File: src/rtl/data_bus_responder.sv
// data_bus_responder
// Responder end of the CPU data-memory interface. Addresses whose page bits
// cpu_addr[11:8] equal MMIO_PAGE are served by a small peripheral set (GPIO,
// STATUS, TX FIFO, countdown timer, cycle counter). All other requests are
// forwarded to the data RAM.
//
// Ports:
//   clk        - single clock, rising edge
//   reset      - synchronous, active-low
//   cpu_addr   - 12-bit CPU word address
//   cpu_rd     - CPU read strobe
//   cpu_wr     - CPU write strobe
//   cpu_wdata  - 32-bit CPU write data
//   cpu_rdata  - 32-bit read data to CPU (combinational mux)
//   ram_rd     - read strobe to RAM (combinational)
//   ram_wr     - write strobe to RAM (combinational)
//   ram_rdata  - 32-bit RAM read data
//   gpio_out   - GPIO output register
//   tx_data    - head byte of the TX FIFO (0 when empty)
//   tx_valid   - TX FIFO non-empty
//   tx_ready   - downstream sink accepts tx_data
//   timer_irq  - sticky timer-expired level
module data_bus_responder #(
  parameter int         FIFO_DEPTH = 4,
  parameter logic [3:0] MMIO_PAGE  = 4'hF
) (
  input  logic        clk,
  input  logic        reset,
  input  logic [11:0] cpu_addr,
  input  logic        cpu_rd,
  input  logic        cpu_wr,
  input  logic [31:0] cpu_wdata,
  output logic [31:0] cpu_rdata,
  output logic        ram_rd,
  output logic        ram_wr,
  input  logic [31:0] ram_rdata,
  output logic [31:0] gpio_out,
  output logic [7:0]  tx_data,
  output logic        tx_valid,
  input  logic        tx_ready,
  output logic        timer_irq
);

  localparam int PW = $clog2(FIFO_DEPTH);
  localparam int CW = PW + 1;

  localparam logic [2:0] IDX_GPIO   = 3'd0;
  localparam logic [2:0] IDX_STATUS = 3'd1;
  localparam logic [2:0] IDX_TXDATA = 3'd2;
  localparam logic [2:0] IDX_TIMER  = 3'd3;
  localparam logic [2:0] IDX_CYCLES = 3'd4;

  logic          sel_s;
  logic          reg_hit_s;
  logic          wr_gpio_s;
  logic          wr_status_s;
  logic          wr_tx_s;
  logic          wr_timer_s;
  logic          pop_s;
  logic          full_s;
  logic          push_ok_s;
  logic          overflow_set_s;
  logic [2:0]    tx_count_sat_s;
  logic [31:0]   status_s;
  logic [31:0]   mmio_rdata_s;

  logic [31:0]   gpio_r;
  logic [31:0]   timer_r;
  logic [31:0]   cycles_r;
  logic          expired_r;
  logic          overflow_r;
  logic [7:0]    mem_r [FIFO_DEPTH];
  logic [PW-1:0] wr_ptr_r;
  logic [PW-1:0] rd_ptr_r;
  logic [CW-1:0] count_r;

  // Only the first eight words of the MMIO page hold registers.
  assign sel_s       = (cpu_addr[11:8] == MMIO_PAGE);
  assign reg_hit_s   = sel_s && (cpu_addr[7:3] == 5'd0);
  assign wr_gpio_s   = cpu_wr && reg_hit_s && (cpu_addr[2:0] == IDX_GPIO);
  assign wr_status_s = cpu_wr && reg_hit_s && (cpu_addr[2:0] == IDX_STATUS);
  assign wr_tx_s     = cpu_wr && reg_hit_s && (cpu_addr[2:0] == IDX_TXDATA);
  assign wr_timer_s  = cpu_wr && reg_hit_s && (cpu_addr[2:0] == IDX_TIMER);

  assign ram_rd = cpu_rd && !sel_s;
  assign ram_wr = cpu_wr && !sel_s;

  assign tx_valid = (count_r != CW'(0));
  assign full_s   = (count_r == CW'(FIFO_DEPTH));
  assign pop_s    = tx_valid && tx_ready;
  // A pop in the same cycle frees the slot, so a push into a full FIFO is
  // still accepted when the head is leaving.
  assign push_ok_s      = wr_tx_s && (!full_s || pop_s);
  assign overflow_set_s = wr_tx_s && full_s && !pop_s;

  // Head byte is forced to 0 when empty so stale storage never shows.
  assign tx_data   = tx_valid ? mem_r[rd_ptr_r] : 8'd0;
  assign gpio_out  = gpio_r;
  assign timer_irq = expired_r;

  // Saturating occupancy field for STATUS[6:4].
  always_comb begin
    tx_count_sat_s = 3'd0;
    if (count_r > CW'(7)) begin
      tx_count_sat_s = 3'd7;
    end else begin
      tx_count_sat_s = 3'(count_r);
    end
  end

  assign status_s = {25'd0, tx_count_sat_s, overflow_r, expired_r,
                     !tx_valid, full_s};

  // MMIO read mux; unmapped words read 0.
  always_comb begin
    mmio_rdata_s = 32'd0;
    if (reg_hit_s) begin
      case (cpu_addr[2:0])
        IDX_GPIO:   mmio_rdata_s = gpio_r;
        IDX_STATUS: mmio_rdata_s = status_s;
        IDX_TIMER:  mmio_rdata_s = timer_r;
        IDX_CYCLES: mmio_rdata_s = cycles_r;
        default:    mmio_rdata_s = 32'd0;
      endcase
    end else begin
      mmio_rdata_s = 32'd0;
    end
  end

  assign cpu_rdata = sel_s ? mmio_rdata_s : ram_rdata;

  // GPIO register and free-running cycle counter.
  always_ff @(posedge clk) begin
    if (!reset) begin
      gpio_r   <= 32'd0;
      cycles_r <= 32'd0;
    end else begin
      cycles_r <= cycles_r + 32'd1;
      if (wr_gpio_s) begin
        gpio_r <= cpu_wdata;
      end
    end
  end

  // Countdown timer and its sticky expired flag.
  always_ff @(posedge clk) begin
    if (!reset) begin
      timer_r   <= 32'd0;
      expired_r <= 1'b0;
    end else begin
      if (wr_timer_s) begin
        timer_r <= cpu_wdata;
      end else if (timer_r != 32'd0) begin
        timer_r <= timer_r - 32'd1;
      end
      // A load always clears; expiry on the 1->0 step beats a W1C clear.
      if (wr_timer_s) begin
        expired_r <= 1'b0;
      end else if (timer_r == 32'd1) begin
        expired_r <= 1'b1;
      end else if (wr_status_s && cpu_wdata[2]) begin
        expired_r <= 1'b0;
      end
    end
  end

  // TX overflow flag: set by a dropped push, cleared by W1C on STATUS[3].
  always_ff @(posedge clk) begin
    if (!reset) begin
      overflow_r <= 1'b0;
    end else if (overflow_set_s) begin
      overflow_r <= 1'b1;
    end else if (wr_status_s && cpu_wdata[3]) begin
      overflow_r <= 1'b0;
    end
  end

  // FIFO pointers and occupancy; power-of-two depth lets pointers wrap.
  always_ff @(posedge clk) begin
    if (!reset) begin
      wr_ptr_r <= PW'(0);
      rd_ptr_r <= PW'(0);
      count_r  <= CW'(0);
    end else begin
      if (push_ok_s) begin
        wr_ptr_r <= wr_ptr_r + PW'(1);
      end
      if (pop_s) begin
        rd_ptr_r <= rd_ptr_r + PW'(1);
      end
      case ({push_ok_s, pop_s})
        2'b10:   count_r <= count_r + CW'(1);
        2'b01:   count_r <= count_r - CW'(1);
        default: count_r <= count_r;
      endcase
    end
  end

  // FIFO storage; contents need no reset since tx_data is gated by tx_valid.
  always_ff @(posedge clk) begin
    if (reset && push_ok_s) begin
      mem_r[wr_ptr_r] <= cpu_wdata[7:0];
    end
  end

endmodule

File: config.mk
export PLATFORM = sky130hd
export DESIGN_NAME = data_bus_responder
export DESIGN_NICKNAME = d
export VERILOG_FILES = /design/src/rtl/data_bus_responder.sv
export SDC_FILE = /design/constraint.sdc
export NUM_CORES = 1
export LEC_CHECK = 0
export BUFFER_PORTS_ARGS = -buffer_cell sky130_fd_sc_hd__buf_2
export CAP_MARGIN = 15
export CORE_MARGIN = 2
export CORE_UTILIZATION = 55
export CTS_CLUSTER_DIAMETER = 30
export DETAILED_ROUTE_END_ITERATION = 7
export HOLD_SLACK_MARGIN = 0.02
export PLACE_DENSITY = 0.8
export SETUP_SLACK_MARGIN = 0.1
export SLEW_MARGIN = 15
export SYNTH_ARGS = -nofsm -noshare
export SYNTH_HDL_FRONTEND = slang
export SYNTH_SLANG_ARGS = --single-unit
File: constraint.sdc
create_clock -name clk -period 2.55 [get_ports clk]
set_input_delay 0.1275 -clock clk [delete_from_list [all_inputs] [get_ports clk]]
set_output_delay 0.1275 -clock clk [all_outputs]
set_load 0.02 [all_outputs]
=== Word level (Yosys, flattened, before mapping) ===
Memories as Yosys holds them, arrays and structs flattened. A register that Yosys moved wholly into a read port is not among the register bits.
Index checks and enable logic that the tools add are counted.

* Logic and storage cells: 71
* Memories kept: 1
* Bits in writable memories: 32
* Bits of input ports: 81
* Output and inout bits: 76
* Bits in registers: 105

{| class="wikitable"
|+ Memories
! memory !! words !! bits a word !! read ports !! clocked after memory_dff !! write ports !! RTL line !! RTL
|-
| mem_r || 4 || 8 || 1 || 1 || 1 || 72 || <nowiki>logic [7:0] mem_r [FIFO_DEPTH];</nowiki>
|}

* Add/subtract/negate cells: 6
* Bitwise logic cells: 1
* Equal/unequal tests: 9
* Reductions and logical operators: 29
* Muxes and demuxes: 16
* Order comparisons: 1

{| class="wikitable"
|+ Operators by type and width
! cell !! count
|-
| $mux W32 || 4
|-
| $pmux W32 S4 || 1
|-
| $add A32 B1 Y32 const B || 1
|-
| $eq A32 B1 Y1 const B || 1
|-
| $reduce_bool A32 Y1 || 1
|-
| $sub A32 B1 Y32 const B || 1
|-
| $logic_and A1 B1 Y1 || 15
|-
| $mux W8 || 1
|-
| $reduce_bool A2 Y1 || 4
|-
| $eq A3 B2 Y1 const B || 2
|-
| $eq A3 B3 Y1 const B || 2
|-
| $mux W1 || 6
|-
| $pmux W3 S2 || 1
|-
| $logic_not A5 Y1 || 1
|-
| $add A2 B1 Y2 const B || 2
|-
| $eq A4 B4 Y1 const B || 1
|-
| $logic_not A1 Y1 || 4
|-
| $mux W2 || 2
|-
| $add A3 B1 Y3 const B || 1
|-
| $eq A3 B1 Y1 const B || 1
|-
| $gt A3 B3 Y1 const B || 1
|-
| $logic_not A3 Y1 || 1
|-
| $mux W3 || 1
|-
| $reduce_bool A3 Y1 || 1
|-
| 6 further kinds || 6
|}

=== Longest topological paths before layout ===
* Word-level depth: 8
* Mapped depth: 9
* Gate-level depth less buffers: 8

=== Least setup slack after synthesis ===
Ideal clock, no wire load.

* Kind: register to register
* Start point: register count_r[2]
* End point: register count_r[2]
* Required time: 2.418 ns
* Stages on the path, launching flop included: 9
* Path slack: 0.493 ns
* Path buffers: 1
* Clock period less this slack: 2.057 ns
* Setup time: 0.132 ns
* Arrival time: 1.924 ns
* Path through: dfxtp_1 -> clkbuf_1 -> or3_1 -> nand2_1 -> nor2b_1 -> fa_1 -> nor4b_1 -> a311oi_1 -> a21oi_1

* Cells in the longest elaborated chain, start to end: 6
* Elaborated cells between the ends (all ways): 12
* Classes of those cells: add/sub: 2; eq/ne: 3; mux: 1; reduce/logical: 6

{| class="wikitable"
|+ Ends and longest elaborated chain
! element !! RTL line !! RTL
|-
| start, declared || 75 || <nowiki>logic [CW-1:0] count_r;</nowiki>
|-
| start signal, assigned || 192 || <nowiki>2'b10: count_r <= count_r + CW'(1);</nowiki>
|-
| start signal, assigned || 193 || <nowiki>2'b01: count_r <= count_r - CW'(1);</nowiki>
|-
| start signal, assigned || 194 || <nowiki>default: count_r <= count_r;</nowiki>
|-
| $eq A3 B3 Y1 / $reduce_bool A3 Y1 (equally long branches) || 89, 88 ||
|-
| $logic_not A1 Y1 / $logic_and A1 B1 Y1 (equally long branches) || 93, 90 ||
|-
| $logic_or A1 B1 Y1 || 93 || <nowiki>assign push_ok_s = wr_tx_s && (!full_s || pop_s);</nowiki>
|-
| $logic_and A1 B1 Y1 || 93 ||
|-
| $eq A2 B1 Y1 / $eq A2 B2 Y1 (equally long branches) || 191 || <nowiki>case ({push_ok_s, pop_s})</nowiki>
|-
| $pmux W3 S2 / $reduce_bool A2 Y1 (equally long branches) || - ||
|}

Parallel ways exist; a longest one is shown, timed or not.
A chain may end at the register's enable or synchronous reset.

=== Worst setup path after layout ===
* Start point: register timer_r[0]
* End point: register timer_r[1]

* Cells in the longest elaborated chain, start to end: 3
* Elaborated cells between the ends (all ways): 5
* Classes of those cells: add/sub: 1; mux: 2; reduce/logical: 2

{| class="wikitable"
|+ Ends and longest elaborated chain
! element !! RTL line !! RTL
|-
| start, declared || 68 || <nowiki>logic [31:0] timer_r;</nowiki>
|-
| start signal, assigned || 152 || <nowiki>timer_r <= cpu_wdata;</nowiki>
|-
| start signal, assigned || 154 || <nowiki>timer_r <= timer_r - 32'd1;</nowiki>
|-
| $sub A32 B1 Y32 || 154 ||
|-
| $mux W32 || 153 || <nowiki>end else if (timer_r != 32'd0) begin</nowiki>
|-
| $mux W32 || 151 || <nowiki>if (wr_timer_s) begin</nowiki>
|}

Parallel ways exist; a longest one is shown, timed or not. The select of a mux whose other input is x is not followed.

==> out/results.tsv <==
metric	value	unit
drive_above_1_share	0.240	
irDropWorstVdd	781	µV
root_buffer	clkbuf_16	
ys_async_sr_fraction	0	
grt_pass1_wl	35100	µm
hold_path.startpoint	cpu_wdata[3]	
ys_ff_latch	139	
end_kind	flip-flop	
r2r_cells	7	
ant_nets	0	
relSlewSlack	0.534	
crit_type	reg -> reg	
final-hold-violation-count	0	
area_growth_syn_to_layout	25.8	%
period_needed	2.28	ns
clock_path_buffers	2	
tightestPinTransition	0.689	ns
postCtsSetupRepairBufs	0	
worstHoldEndpoint	mem_r[3][3]	
rsz0062_at_grt	false	
avgSynthCellArea	8.99	µm²
cp-start-kind	flip-flop	
wl_per_cell	18.8	µm
fillerInstances	1013	
grt_usage	0.315	
insertedDiodeCount	0	
utilization	0.703	
yosys_warnings	0	
final_cells	1175	
first_global_vias	6777	
dieArea	14300	µm²
vias_per_cell	6.04	
initial_core_util	0.559	
fp.dieH	120	µm
antenna_found_initial	0	
die_w	120	µm
r2r-end	timer_r[1]	
synth_edf_count	32	
synth_cells	817	
io_buffers	156	
vias	7102	
layout_commonest_cell	buf_2	
outcome	finished, final reports clean	
wl	22100	µm
synth_fp_nets	906	
drc	0	
overflow	0	
place_area	8300	µm²
arrival	2.63	ns
fin_area	9240	µm²
htreeDepth	4	
yosysTopAreaCell	dfxtp_1	
synth_area_leaders	dfxtp_1 (29%), edfxtp_1 (13%), nand2_1 (6.0%), mux2i_1 (5.2%), a21oi_1 (4.3%)	
rows	42	
seq_area_frac_synth	0.423	
place_congestion	0.899	
period_share	0.895	
fin_nets	1075	
drt_iter0_markers	679	
hold_class	in -> reg	
finalSetupViolCount	0	
cts_tree	built	
reg2reg_slack	0.27	ns
p_total	8.04	mW
cts_made_buffers	17	
hpwlAfterDp	15200	µm
firstDrtPassIters	6	
core-area	13100	µm²
drv_cap	0	
synth_top_area_share	0.292	
max_freq	438	MHz
yosysUniqueCellTypes	60	
r2r-start	timer_r[0]	
clk_latency	0.42	ns
p_per_area	870	nW/µm²
ios	157	
cp_max_fo	9	
cts_sinks	139	
synthFlopType	dfxtp_1	
worstPathRequired	2.89	ns
grt_max_degree	48	
final_max_slew_viol_count	0	
clk_pin_slew_worst_paths	0.06	ns
p_leak	3.57	nW
layout_common_cells	buf_2 (156), nand2_1 (118), dfxtp_1 (107), nor2_1 (65), a21oi_1 (63)	
min_path_cells	1	
place_inst	1115	
synth_area	7340	µm²
tns	0	ns
fin_skew	0.00483	ns
==> critical path, cell delays in order, from the launching register on <==
cell	delay [ns]
dfxtp_1	0.37
inv_1	0.12
ha_1	0.23
nor3b_4	0.39
and4_1	0.52
a21boi_0	0.19
a311o_1	0.30
o21ai_0	0.08
==> kinds of logic after synthesis <==
kind of cell / count (synthesis) / synth area share
compound gates: 197 / 0.172
simple gates: 315 / 0.219
xor+xnor: 52 / 0.0620
mux: 46 / 0.0763
buf+inv: 60 / 0.0331
fa+ha+maj: 8 / 0.0147
flops: 139 / 0.423
==> per-stage QoR <==
step | hold slack [ns] | worst slack (ns)
3_5_place_dp | 0.395 | 0.195
6_report | 0.0332 | 0.268
5_1_grt | 0.0284 | 0.145
4_1_cts | 0.0201 | 0.131
3_3_place_gp | 0.388 | 0.284
2_1_floorplan | 0.226 | 0.493
==> timing repair <==
| action | CTS | global route |
|---|---|---|
| endpoints found under the hold margin | 48 | 1 |
| gates resized for setup | 0 | 3 |
| hold buffers | 27 | 1 |
| setup endpoints to repair | 0 | 15 |
==> power by group <==
group,leakage [nW],internal (mW),total (mW),switching [mW]
combinational,2.13,1.06,2.63,1.56
sequential,1.15,2.45,2.78,0.327
clock,0.290,1.66,2.63,0.968
==> cell type report <==
class / count / area [µm²] / area share
Tap cell: 176 / 220 / 0.0238
Sequential cell: 139 / 3100 / 0.336
Inverter: 6 / 22.5 / 0.00244
Timing Repair Buffer: 204 / 1240 / 0.134
Multi-Input combinational cell: 618 / 4020 / 0.435
Clock buffer: 18 / 439 / 0.0475
Clock inverter: 14 / 196 / 0.0213
==> per-layer routing <==
layer  GRT usage  share of wire
met3      0.0613          0.078
met4       0.160          0.043
met2       0.512           0.47
met5           0              0
met1       0.401           0.41
==> worst max path at each step <==
stage                     startpoint           to  slack, ns  cells after the start
after floorplan           count_r[2]   count_r[2]       0.49                      8
after global placement    timer_r[0]  timer_r[30]       0.28                      7
after global routing      timer_r[1]  timer_r[23]       0.14                      7
final                     timer_r[0]   timer_r[1]       0.27                      7
after detailed placement  timer_r[0]  timer_r[26]       0.20                      7
after CTS                 timer_r[0]  timer_r[26]       0.13                      7
==> Yosys cell counts (all sizes together) (7+ instances only) <==
library cell / instances
a211oi: 16
a21oi: 63
a22o: 32
and2: 16
and3: 9
buf: 10
clkbuf: 44
dfxtp: 107
edfxtp: 32
ha: 7
mux2i: 38
mux4: 8
nand2: 119
nand3: 17
nand4: 23
nor2: 66
nor3: 12
nor4: 13
o21ai: 56
or3: 11
xnor2: 27
xor2: 25
==> registers in the layout, indices dropped and copies added, names as in the netlist, named ones only <==
signal / cells
count_r: 3
cycles_r: 32
gpio_out: 32
mem_r: 32
overflow_r: 1
rd_ptr_r: 2
timer_irq: 1
timer_r: 32
wr_ptr_r: 2
Note: power is estimated with default switching activity, not from simulation.
